`src/rtl/tm_rs_encoder.sv`:
```
// rtl/tm_rs_encoder.sv - CCSDS RS(255,223) systematic encoder, E=16, interleave depth 1
module tm_rs_encoder #(
    parameter int MSG_LEN    = 223,
    parameter bit DUAL_BASIS = 1'b1
) (
    input  logic       ClkI_Dec8,
    input  logic       Rst,
    input  logic       En_DataI,
    input  logic [7:0] DataI,
    output logic       En_DataO,
    output logic [7:0] DataO,
    output logic       Err_Ovr
);
    // Columns of the conventional-to-dual basis matrix T; conventional bit k maps to byte k.
    localparam logic [63:0] TAL = 64'h8def_ec86_fa99_af7b;

    function automatic logic [7:0] gfMul(input logic [7:0] a, input logic [7:0] b);
        logic [7:0] acc;
        logic [7:0] x;
        acc = '0;
        x   = a;
        for (int i = 0; i < 8; i++) begin
            if (b[i]) acc = acc ^ x;
            x = {x[6:0], 1'b0} ^ (x[7] ? 8'h87 : 8'h00);
        end
        return acc;
    endfunction

    function automatic logic [7:0] toDual(input logic [7:0] c);
        logic [7:0] d;
        d = '0;
        for (int k = 0; k < 8; k++)
            if (c[k]) d = d ^ TAL[8*k +: 8];
        return d;
    endfunction

    function automatic logic [63:0] dualInvCols();
        logic [63:0] cols;
        logic [7:0]  d;
        cols = '0;
        for (int x = 0; x < 256; x++) begin
            d = toDual(8'(x));
            for (int k = 0; k < 8; k++)
                if (d == 8'(1 << k)) cols[8*k +: 8] = 8'(x);
        end
        return cols;
    endfunction

    // Product of (x + alpha^(11j)) for j = 112..143; alpha^(11*112) = alpha^212.
    function automatic logic [263:0] genPoly();
        logic [263:0] g;
        logic [7:0]   root;
        logic [7:0]   a11;
        g       = '0;
        g[7:0]  = 8'd1;
        root    = 8'd1;
        a11     = 8'd1;
        for (int n = 0; n < 212; n++) root = gfMul(root, 8'd2);
        for (int n = 0; n < 11; n++)  a11  = gfMul(a11, 8'd2);
        for (int j = 0; j < 32; j++) begin
            for (int i = j + 1; i >= 1; i--)
                g[8*i +: 8] = g[8*(i-1) +: 8] ^ gfMul(g[8*i +: 8], root);
            g[7:0] = gfMul(g[7:0], root);
            root   = gfMul(root, a11);
        end
        return g;
    endfunction

    localparam logic [255:0] GPOLY = 256'(genPoly());
    localparam logic [63:0]  DINV  = dualInvCols();
    localparam logic [7:0]   LAST  = 8'(MSG_LEN - 1);

    function automatic logic [7:0] toConv(input logic [7:0] d);
        logic [7:0] c;
        c = '0;
        for (int k = 0; k < 8; k++)
            if (d[k]) c = c ^ DINV[8*k +: 8];
        return c;
    endfunction

    typedef enum logic {S_MSG, S_PAR} state_t;

    state_t       state;
    logic [7:0]   cnt;
    logic [255:0] par;
    logic [7:0]   dConv;
    logic [7:0]   fb;
    logic [7:0]   parOut;
    logic [255:0] parFb;

    always_comb begin
        dConv      = DUAL_BASIS ? toConv(DataI) : DataI;
        fb         = dConv ^ par[255:248];
        parOut     = DUAL_BASIS ? toDual(par[255:248]) : par[255:248];
        parFb      = '0;
        parFb[7:0] = gfMul(fb, GPOLY[7:0]);
        for (int i = 1; i < 32; i++)
            parFb[8*i +: 8] = par[8*(i-1) +: 8] ^ gfMul(fb, GPOLY[8*i +: 8]);
    end

    always_ff @(posedge ClkI_Dec8 or posedge Rst) begin
        if (Rst) begin
            state    <= S_MSG;
            cnt      <= '0;
            par      <= '0;
            En_DataO <= 1'b0;
            DataO    <= '0;
            Err_Ovr  <= 1'b0;
        end else begin
            case (state)
                S_MSG: begin
                    if (En_DataI) begin
                        par      <= parFb;
                        DataO    <= DataI;
                        En_DataO <= 1'b1;
                        if (cnt == LAST) begin
                            state <= S_PAR;
                            cnt   <= '0;
                        end else begin
                            cnt <= cnt + 8'd1;
                        end
                    end else begin
                        En_DataO <= 1'b0;
                        DataO    <= '0;
                    end
                end
                S_PAR: begin
                    // The shift leaves par all zero after the last parity byte.
                    DataO    <= parOut;
                    En_DataO <= 1'b1;
                    par      <= {par[247:0], 8'h00};
                    if (En_DataI) Err_Ovr <= 1'b1;
                    if (cnt == 8'd31) begin
                        state <= S_MSG;
                        cnt   <= '0;
                    end else begin
                        cnt <= cnt + 8'd1;
                    end
                end
                default: state <= S_MSG;
            endcase
        end
    end
endmodule
```
`config.mk`:
```
export PLATFORM = sky130hd
export DESIGN_NAME = tm_rs_encoder
export DESIGN_NICKNAME = d
export VERILOG_FILES = /design/src/rtl/tm_rs_encoder.sv
export SDC_FILE = /design/constraint.sdc
export NUM_CORES = 1
export LEC_CHECK = 0
export CAP_MARGIN = 20
export CORE_MARGIN = 2
export CORE_UTILIZATION = 45
export CTS_BUF_LIST = sky130_fd_sc_hd__clkbuf_8
export DETAILED_ROUTE_END_ITERATION = 8
export SETUP_SLACK_MARGIN = 0.02
export SLEW_MARGIN = 40
export SYNTH_ARGS = -nofsm -noshare
export SYNTH_HDL_FRONTEND = slang
export SYNTH_SLANG_ARGS = --single-unit
```
`constraint.sdc`:
```
create_clock -name ClkI_Dec8 -period 10.4 [get_ports ClkI_Dec8]
set_clock_uncertainty 0.2 [all_clocks]
set_input_delay 1.04 -clock ClkI_Dec8 [delete_from_list [all_inputs] [get_ports ClkI_Dec8]]
set_output_delay 1.04 -clock ClkI_Dec8 [all_outputs]
set_load 0.02 [all_outputs]
```
== After elaboration in Yosys (flattened, before gate mapping) ==
Cells that the tools add are included.

* Word-level logic and storage cells: 132
* Output and inout port bits: 10
* Input port bits: 11
* Register bits: 275

* Eq/ne operators: 3
* Add/subtract/negate cells: 1
* Bitwise logic cells: 84
* Reductions and logical operators: 1
* Multiplexer cells: 37

{| class="wikitable"
|+ Operators with widths
! kind !! number
|-
| $xor A8 B8 Y8 || 69
|-
| $pmux W256 S2 || 1
|-
| $mux W256 || 1
|-
| $mux W8 || 23
|-
| $pmux W8 S2 || 2
|-
| $not A4 Y4 || 6
|-
| $mux W7 || 3
|-
| $not A7 Y7 || 2
|-
| $not A6 Y6 || 2
|-
| $not A5 Y5 || 2
|-
| $add A8 B1 Y8 const B || 1
|-
| $eq A8 B5 Y1 const B || 1
|-
| $eq A8 B8 Y1 const B || 1
|-
| $mux W6 || 1
|-
| $mux W1 || 4
|-
| $pmux W1 S2 || 2
|-
| $not A3 Y3 || 1
|-
| $ne A2 B2 Y1 const B || 1
|-
| $not A2 Y2 || 1
|-
| $reduce_and A2 Y1 || 1
|-
| $not A1 Y1 || 1
|}

== Depth between registers and ports, before layout ==
Gate-level depths: netlist (run 1).

* Word-level depth: 34
* Depth in mapped cells: 9
* Mapped depth without buffers: 7

== Worst setup path after synthesis (run 1) ==
Ideal clock, no wire load.

* Path kind: in2reg
* Start point: input DataI[3]
* End point: register par[245]
* Cell stages on the path: 8
* Arrival: 3.291 ns
* Data required time: 10.079 ns
* Library setup time: 0.121 ns
* Path buffers: 1
* Setup slack: 6.788 ns
* Path through: buf_2 > xor3_4 > xnor3_2 > xor2_4 > xor2_2 > xor2_1 > a31oi_1 > o22a_1

* Word-level cells in the longest chain between the ends: 20
* Elaborated cells between the ends (all ways): 28
* Those cells by class: mux: 10; bitwise: 18

{| class="wikitable"
|+ RTL lines
! element !! line !! source
|-
| from (decl) || 9 || <nowiki>input logic [7:0] DataI,</nowiki>
|-
| $mux W8 (*) || 77 || <nowiki>if (d[k]) c = c ^ DINV[8*k +: 8];</nowiki>
|-
| $not A7 Y7 (no source line) || n/a ||
|-
| $mux W8 (*) || 77 ||
|-
| $not A2 Y2 (no source line) || n/a ||
|-
| $mux W7 || 77 ||
|-
| $not A4 Y4 (no source line) || n/a ||
|-
| $mux W8 (*) || 77 ||
|-
| $xor A8 B8 Y8 (*) || 93 || <nowiki>fb = dConv ^ par[255:248];</nowiki>
|-
| $xor A8 B8 Y8 || 24 || <nowiki>x = {x[6:0], 1'b0} ^ (x[7] ? 8'h87 : 8'h00);</nowiki>
|-
| $mux W8 || 24 ||
|-
| $xor A8 B8 Y8 || 24 ||
|-
| $mux W8 || 24 ||
|-
| $xor A8 B8 Y8 (4 in a row) || 24 ||
|-
| $xor A8 B8 Y8 (*) || 23 || <nowiki>if (b[i]) acc = acc ^ x;</nowiki>
|-
| $xor A8 B8 Y8 (*) || 98 || <nowiki>parFb[8*i +: 8] = par[8*(i-1) +: 8] ^ gfMul(fb, GPOLY[8*i +: 8]);</nowiki>
|-
| $mux W256 (*) || 112 || <nowiki>if (En_DataI) begin</nowiki>
|-
| $pmux W256 S2 (*) || 110 || <nowiki>case (state)</nowiki>
|-
| to (signal assigned) || 113 || <nowiki>par <= parFb;</nowiki>
|-
| to (signal assigned) || 131 || <nowiki>par <= {par[247:0], 8'h00};</nowiki>
|-
| to (decl) || 85 || <nowiki>logic [255:0] par;</nowiki>
|}

Mark *: on every way between the ends. The rest lies on a longest branch, timed or not. The select of a mux whose other input is x is not followed.
A chain may end at the register's enable or synchronous reset.

== Final worst setup path (run 1) ==
* Start point: input DataI[2]
* End point: register par[135]

* Word-level cells in the longest chain between the ends: 25
* Elaborated cells between the ends (all ways): 29
* Those cells by class: mux: 13; bitwise: 16

{| class="wikitable"
|+ RTL lines
! element !! line
|-
| $mux W7 (*) || 77
|-
| $not A4 Y4 (no source line) || n/a
|-
| $mux W8 (*) || 77
|-
| $not A7 Y7 (no source line) || n/a
|-
| $mux W8 (*) || 77
|-
| $not A2 Y2 (no source line) || n/a
|-
| $mux W7 (*) || 77
|-
| $not A4 Y4 (no source line) || n/a
|-
| [9 not listed] || n/a
|-
| $mux W8 || 24
|-
| $xor A8 B8 Y8 || 24
|-
| $mux W8 || n/a
|-
| $xor A8 B8 Y8 || 24
|-
| $xor A8 B8 Y8 (*) || 23
|-
| $xor A8 B8 Y8 (*) || 98
|-
| $mux W256 (*) || 112
|-
| $pmux W256 S2 (*) || 110
|}

Marks and branches as above.

==> flow_metrics.tcl, run 1 <==
set metrics [dict create \
    status "complete, no violations" \
    grt_max_degree 181 \
    drv_slew 0 \
    ys_seq_area_share_pct 45.8 \
    design_area_sq_mm 0.0165 \
    synth_area_leader_cell "dfrtp_1" \
    cts_buffer_depth 3 \
    path_cells "clkdlybuf4s50_1 -> xor3_4 -> xnor3_1 -> xnor2_4 -> xnor2_4 -> xor2_1 -> a21oi_1 -> a2bb2oi_1" \
    cts_buffers 50 \
    area_delta_synth_final_pct 9.61 \
    grt_overflow_total 0 \
    avgViaCountPerCell 5.64 \
    grtUsageTotal_pct 23.5 \
    gp_congestion 0.833 \
    worstSetupPathType "in2reg" \
    dp_hpwl_um 26100 \
    whs_endpoint "Err_Ovr" \
    cp_slowest_cell "xnor3_1" \
    hp-start "Err_Ovr" \
    drt_iter0_markers 990 \
    cts_root_buf "clkbuf_8" \
    drv_cap 0 \
    grt_pass1_wl_um 65200 \
    placed_area_sq_mm 0.0155 \
    worst_pin_slew_ns 0.829 \
    rsz0062_at_grt "no" \
    die_area_sq_mm 0.0349 \
    end_kind "register" \
    worstHoldPathCells 1 \
    rr_endpoint "par[23]" \
    num-nets-final 1597 \
    drc 0 \
    die-width_um 187 \
    cts.sinks 275 \
    final-setup-viol-count 0 \
    reg2reg_from "state" \
    ff2ff_path_depth 6 \
    worstPathMaxFanout 10 \
    critPathArrivalTime_ns 4.33 \
    ys_types 49 \
    fp-row-count 66 \
    r2r_slack_ns 6.92 \
    yosys-top-cells-area "dfrtp_1 46%, xnor2_1 8.2%, nor2_1 7.0%" \
    required_ns 10.65 \
    ant_nets 0 \
    synth_nets 1617 \
    cpMostUsedCell "xnor2_4" \
    initial_core_util_pct 46.0 \
    clk_latency_ns 0.60 \
    num_antenna_cells 0 \
    period_share_pct 39.2 \
    syn-cell-area_sq_mm 0.0150 \
    syn-instance-count 1604 \
    via_count 11600 \
    final-hold-violation-count 0 \
    grt_pass1_vias 11200 \
    yosysWarnings 0 \
    start_kind "input pin" \
    finalSetupTns_ns 0 \
    period_minus_slack_ns 4.08 \
    hold_buffers 0 \
    syn_area_per_cell_sq_um 9.38 \
    synth_top_area_share_pct 45.8 \
    drt_wl_total_um 40600 \
    drive_above_1_share_pct 7.49 \
    clk_pin_slew_ns 0.06 \
    max_slew_margin_pct 44.7 \
    post_cts_buffers 0 \
    fmax_mhz 245 \
    antenna_found_initial 0 \
    slowest_delay_ns 0.88 \
    cts_tree "built" \
    ys_ff_latch 275 \
    post_drt_wl_per_cell_um 19.7 \
    cts_resized 0 \
    die_y_um 187 \
    io_pins 21 \
    h-tree-depth 2 \
    hp-class "reg2reg" \
    port_buffers 20 \
    core_sq_mm 0.0327 \
    first_pass_iters 5 \
]
-- cell usage after synthesis (all sizes together) --
cell     instances
o2bb2ai         18
o211ai           2
or3              3
a21oi          147
a211oi           2
xnor2          156
clkbuf          89
nor3             3
a2bb2oi          7
a31oi           36
nor2           285
buf             20
mux2i            6
xor2            54
a22oi            8
nand2          124
and2            37
xnor3           14
nand4            2
o311ai           4
o21ai          130
nand3           34
a22o             1
ha               2
dfrtp          275
o22ai            3
o22a           100
and4             1
inv              9
o21a            23
a21o             2
or2              1
xor3             5
nor3b            1
-- cells by family after synthesis --
logic type,after synthesis,synth area share (%)
and+or+nand+nor,491,13.4
AOI/OAI and AO/OA,483,20.3
muxes,6,0.399
DFF,275,45.8
adders and majority gates,2,0.166
xor gates and xnor gates,229,16.9
buffers and inverters,118,3.14
-- stage by stage --
step / setup slack, ns / cells / hold WS (ns) / util, %
detailed placement: 5.74 / 1973 / 0.245 / 47.5
global placement: 5.77 / 1973 / 0.237 / 47.4
finish: 6.32 / 2057 / 0.269 / 50.4
CTS: 6.37 / 2056 / 0.270 / 50.3
global route: 6.18 / 2057 / 0.313 / 50.4
floorplan: 1.58 / 1604 / 0.262 / -
-- routing by layer --
layer  routed length, um  GRT usage (%)  vias to the layer above
met3                2200           3.92                       72
met4                1010           7.17                        0
li1                    -              -                     5487
met5                   0              0                        -
met2               18300           35.9                      299
met1               19100           34.2                     5743
-- critical path: cells and delay by family --
kind                   cells  cell delay [ns]
XOR/XNOR                   5             2.46
AO/OA/AOI/OAI              2             0.27
buffers and inverters      1             0.55
-- sequential cells by signal, indices dropped and copies added, names as in the netlist --
signal	count
par	256
DataO	8
cnt	8
En_DataO	1
Err_Ovr	1
state	1
-- area by class of cell --
class / instances / area, sq um
Clock buffer: 60 / 826
Inverter: 9 / 42.5
Clock inverter: 23 / 98.8
Multi-Input combinational cell: 1211 / 7700
Timing Repair Buffer: 37 / 375
Tap cell: 442 / 553
Sequential cell: 275 / 6890
Fill cell: 3103 / 16200
-- placed cells by master, fill, tap and decap left out, drive strengths merged, types with 37 or more instances in the layout --
cell / count
o21ai: 130
a21oi: 147
and2: 37
dfrtp: 275
nand2: 124
o22a: 100
nor2: 285
xnor2: 156
clkbuf: 61
xor2: 54
-- how the worst max path moves through the flow --
| stage | start | to | slack [ns] | cells after the start |
|---|---|---|---|---|
| after floorplan | Rst | DataO[0] | 1.58 | 1 |
| after detailed placement | DataI[2] | par[135] | 5.74 | 8 |
| after global routing | DataI[2] | par[135] | 6.18 | 8 |
| after global placement | DataI[2] | par[135] | 5.77 | 8 |
| final | DataI[2] | par[135] | 6.32 | 8 |
| after CTS | DataI[2] | par[135] | 6.37 | 8 |
Power of run 1 is left out: the tool's default activity adds up to more than one toggle a clock period on the data nets, which glitch-free logic cannot reach.
==> run 2, diff against run 1 <==
clock period = 4 ns   (was 10.4 ns; I/O delays follow)
==> run 2 against run 1 <==
Design area is 2.4% higher. Critical path type is now reg2reg. Die area unchanged. Critical path depth did not move.
==> flow_metrics.tcl, run 2 (synthesis gave the netlist of run 1 again) <==
set metrics [dict create \
    status "complete, no violations" \
    hold_buffers 0 \
    post_cts_buffers 0 \
    hp-class "in2async" \
    clk_pin_slew_ns 0.06 \
    drc 0 \
    die_area_sq_mm 0.0349 \
    fp-row-count 66 \
    antenna_found_initial 0 \
    rsz0062_at_grt "no" \
    num-nets-final 1634 \
    fmax_mhz 307 \
    design_area_sq_mm 0.0169 \
    cts_buffer_depth 3 \
    period_share_pct 81.4 \
    place_inst 2014 \
    period_minus_slack_ns 3.26 \
    cts_resized 0 \
    drt_iter0_markers 972 \
    avgViaCountPerCell 5.54 \
    mostFrequentLayoutCell "nor2_1" \
    placed_area_sq_mm 0.0159 \
    grt_overflow_total 0 \
    fillers 3038 \
    io_pins 21 \
    drive_above_1_share_pct 9.96 \
    required_ns 4.29 \
    grt_pass1_wl_um 64700 \
    cts_tree "built" \
    grt_pass1_vias 11400 \
    worst_pin_slew_ns 0.728 \
    critPathLaunch "par[254]" \
    drv_cap 0 \
    start_kind "register" \
    first_pass_iters 5 \
    grt_max_degree 151 \
    layout_common_cells "280 x nor2_1, 274 x dfrtp_1, 147 x a21oi_1" \
    max_slew_margin_pct 51.4 \
    cts_root_buf "clkbuf_8" \
    grtUsageTotal_pct 23.4 \
    dp_hpwl_um 26400 \
    port_buffers 20 \
    core_sq_mm 0.0327 \
    cts.sinks 275 \
    top_regs "par (256), DataO (8), cnt (8)" \
    area_delta_synth_final_pct 12.2 \
    cts_buffers 47 \
    ant_nets 0 \
    reg2reg_from "par[254]" \
    final_util_pct 51.6 \
    final-setup-viol-count 0 \
    initial_core_util_pct 46.0 \
    clk_latency_ns 0.61 \
    gp_congestion 0.831 \
    end_kind "register" \
    drt_wl_total_um 39800 \
    num_antenna_cells 0 \
    worstPathMaxFanout 10 \
    die-width_um 187 \
    critPathArrivalTime_ns 3.54 \
    die_y_um 187 \
    drv_slew 0 \
    top_register "par" \
    hold-worst-slack_ns 0.160 \
    largest_reg_flops 256 \
    h-tree-depth 2 \
    final-hold-violation-count 0 \
    fin_cells 2099 \
    worstSetupPathType "reg2reg" \
    via_count 11600 \
    post_drt_wl_per_cell_um 19.0 \
]
-- run 2: layout make-up --
| cell class | instances | area [sq um] | area share (%) |
|---|---|---|---|
| clock buffer | 58 | 798 | 4.73 |
| sequential | 275 | 6890 | 40.8 |
| tap | 442 | 553 | 3.28 |
| clock inverter | 27 | 173 | 1.02 |
| multi-input combinational | 1211 | 7710 | 45.7 |
| inverter | 9 | 38.8 | 0.230 |
| timing repair buffer | 77 | 719 | 4.26 |
-- run 2: stage by stage --
stage          worst slack, ns  TNS (ns)
2_1_floorplan           -0.237    -65.28
3_3_place_gp             0.167         0
3_5_place_dp             0.171         0
4_1_cts                  0.787         0
5_1_grt                  0.626         0
6_report                 0.743         0
-- run 2: critical path, cell delays in order (launching register included) --
cell     delay (ns)
dfrtp_1        0.39
xor2_1         0.47
xnor3_1        0.55
buf_12         0.22
xor2_4         0.21
xor2_1         0.44
xnor2_1        0.23
o21a_1         0.23
o22a_1         0.20
-- run 2: layer usage --
layer | GRT usage [%] | vias up | share of wire, %
met1 | 33.6 | 5698 | 46
li1 | - | 5572 | -
met5 | 0 | - | 0
met3 | 3.75 | 70 | 4.9
met2 | 35.9 | 278 | 46
met4 | 8.03 | 0 | 3.0
-- run 2: worst paths after layout --
path | end | slack (ns) | cells after the start
worst max-delay path | par[149] | 0.74 | 8
worst min-delay path | par[174] | 0.16 | 3
worst max register to register | par[149] | 0.74 | 8
min in group ClkI_Dec8 | par[3] | 0.24 | 2
max in group asynchronous | state | 2.84 | 3
worst min register to register | Err_Ovr | 0.28 | 1
Power of run 2 is left out for the same reason.
==> RTL edit, RTL diff (flow settings as in run 1) <==
Set the parameter `DUAL_BASIS` to 1'b0 (it was 1'b1).
--- a/src/rtl/tm_rs_encoder.sv
+++ b/src/rtl/tm_rs_encoder.sv
@@ -2,5 +2,5 @@
 module tm_rs_encoder #(
     parameter int MSG_LEN    = 223,
-    parameter bit DUAL_BASIS = 1'b1
+    parameter bit DUAL_BASIS = 1'b0
 ) (
     input  logic       ClkI_Dec8,
Check against the original RTL: same outputs for any inputs over 4 cycles, from zero or initial values and one cycle with Rst high; that may be too few to reach the edited logic, so the function may still have changed.
==> RTL edit against run 1 <==
Sequential cell count is the same; die area decreased by 4.8%; cell area shrank 3.7%; setup slack improved by 480 ps; critical path type unchanged; critical path depth is 1 lower; wire length down 5.0%; via count is 4.1% lower; synthesized area is 4.9% lower; largest cell class unchanged.
Power is not shown: default switching activity piles up to over one toggle a cycle in this logic, so the estimate is an artifact.
==> RTL edit: results (changes against run 1) <==
----------------------------------------------------
[Outcome]
  Outcome ... finished, final reports clean (unchanged)

[Logic synthesis]
  Top area cells in the synthesized netlist ... sky130_fd_sc_hd__dfrtp_1, sky130_fd_sc_hd__nor2_1, sky130_fd_sc_hd__xnor2_1 (was sky130_fd_sc_hd__dfrtp_1, sky130_fd_sc_hd__xnor2_1, sky130_fd_sc_hd__nor2_1)
  Number of warnings issued by yosys ... 0 (unchanged)
  Fraction of the yosys area taken by sequential cells ... 48.1% (was 45.8%)
  Post-synthesis cell type count ... 35 (was 49)
  Syn Nets ... 1523 (was 1617)
  Commonest cells post-synth ... sky130_fd_sc_hd__dfrtp_1, sky130_fd_sc_hd__nor2_1, sky130_fd_sc_hd__a21oi_1, sky130_fd_sc_hd__o21ai_0, sky130_fd_sc_hd__nand2_1 (was sky130_fd_sc_hd__nor2_1, sky130_fd_sc_hd__dfrtp_1, sky130_fd_sc_hd__a21oi_1, sky130_fd_sc_hd__xnor2_1, sky130_fd_sc_hd__o21ai_0)

[Detailed routing]
  Met1 layer wirelength in the final routing ... 17700 um (was 19100 um)
  Detailed-routed wire length on met2 ... 17600 um (was 18300 um)
  Via count ... 11100 (was 11600)
  Number of violations reported at the end of detailed-routing iteration 0 ... 899 (was 990)
  Routed WL ... 38500 um (was 40600 um)
  Highest routing layer actually used ... met4 (unchanged)
  Total length of routed met3 wires ... 1930 um (was 2200 um)

[Critical path]
  Reg-to-Reg End ... par[60] (was par[23])
  Slowest-stage cell, CP ... sky130_fd_sc_hd__xnor2_4 (was sky130_fd_sc_hd__xnor3_1)
  FF-to-FF setup slack ... 6830 ps (was 6920 ps)
  Last element of the critical path ... par[17] (was par[135])
  Crit-path max cell delay ... 610 ps (was 880 ps)
  CP Launch Point ... DataI[0] (was DataI[2])
  CP max FO ... 11 (was 10)
  Data arrival time at the worst-slack endpoint ... 3830 ps (was 4330 ps)

[Placement]
  HPWL after detailed placement ... 25000 um (was 26100 um)
  Routability congestion estimate ... 0.820 (was 0.833)

[GRT]
  Tot GR Track Use ... 23.8% (was 23.5%)
  Global-route wire length before repair ... 61900 um (was 65200 um)
  Largest net degree at the start of global routing ... 118 (was 181)

[CTS]
  Worst skew pair latency ... 560 ps (was 600 ps)
  Clock transition at the registers of the reported paths ... 60 ps (about the same)
  Number of buffers added by the clock tree synthesis step ... 48 (was 50)

[Min path]
  Hold Crit Depth ... 1 (unchanged)
  Hold Crit Class ... flip-flop to flip-flop (unchanged)

[STA]
  Max-slew headroom at the worst pin ... 43.0% (was 44.7%)

[Final layout]
  Fraction of final layout cells sized beyond drive strength 1 ... 8.33% (was 7.49%)

----------------------------------------------------
RTL edit: changes by cell type after synthesis, sizes merged, moves of 11 or more:
| cell | change |
|---|---|
| a31oi | +15 |
| nand3 | -11 |
| xnor2 | -19 |
| a21oi | +17 |
| o2bb2ai | +18 |
| nor2 | -13 |
| xor2 | -16 |
| a211oi | +12 |
| o22a | -14 |
| and2 | -32 |
RTL edit: critical path: cells and delay by family:
| family | cells | cell delay, ps |
|---|---|---|
| AO/OA/AOI/OAI | 2 | 350 |
| buffers and inverters | 1 | 530 |
| XOR/XNOR | 4 | 1890 |
RTL edit: final cells by class:
| type | count | area (um2) |
|---|---|---|
| Clock inverter | 24 | 125 |
| Multi-Input combinational cell | 1129 | 7080 |
| Sequential cell | 275 | 6890 |
| Inverter | 8 | 38.8 |
| Timing Repair Buffer | 38 | 383 |
| Tap cell | 402 | 503 |
| Clock buffer | 63 | 867 |
| Fill cell | 2892 | 15500 |
RTL edit: kinds of logic after synthesis:
group | share of synthesized area (%)
AOI/OAI and AO/OA | 23.0
xor gates and xnor gates | 14.3
adders and majority gates | 0.175
buffers and inverters | 2.89
DFF | 48.1
and+or+nand+nor | 11.6
RTL edit: metrics by stage:
step           util, %  cells  setup WS (ps)  hold WS [ps]  area [um2]
2_1_floorplan        -   1510           1580           241       14300
3_3_place_gp      47.1   1850           6010           236       14800
3_5_place_dp      47.3   1850           6220           248       14800
4_1_cts           50.4   1937           6770           262       15800
5_1_grt           50.6   1939           6630           294       15900
6_report          50.6   1939           6810           258       15900
RTL edit: routing by layer:
layer	global-route usage [%]	vias to the layer above
li1	-	5297
met1	34.1	5465
met2	37.2	291
met3	3.27	69
met4	8.10	0
met5	0	-
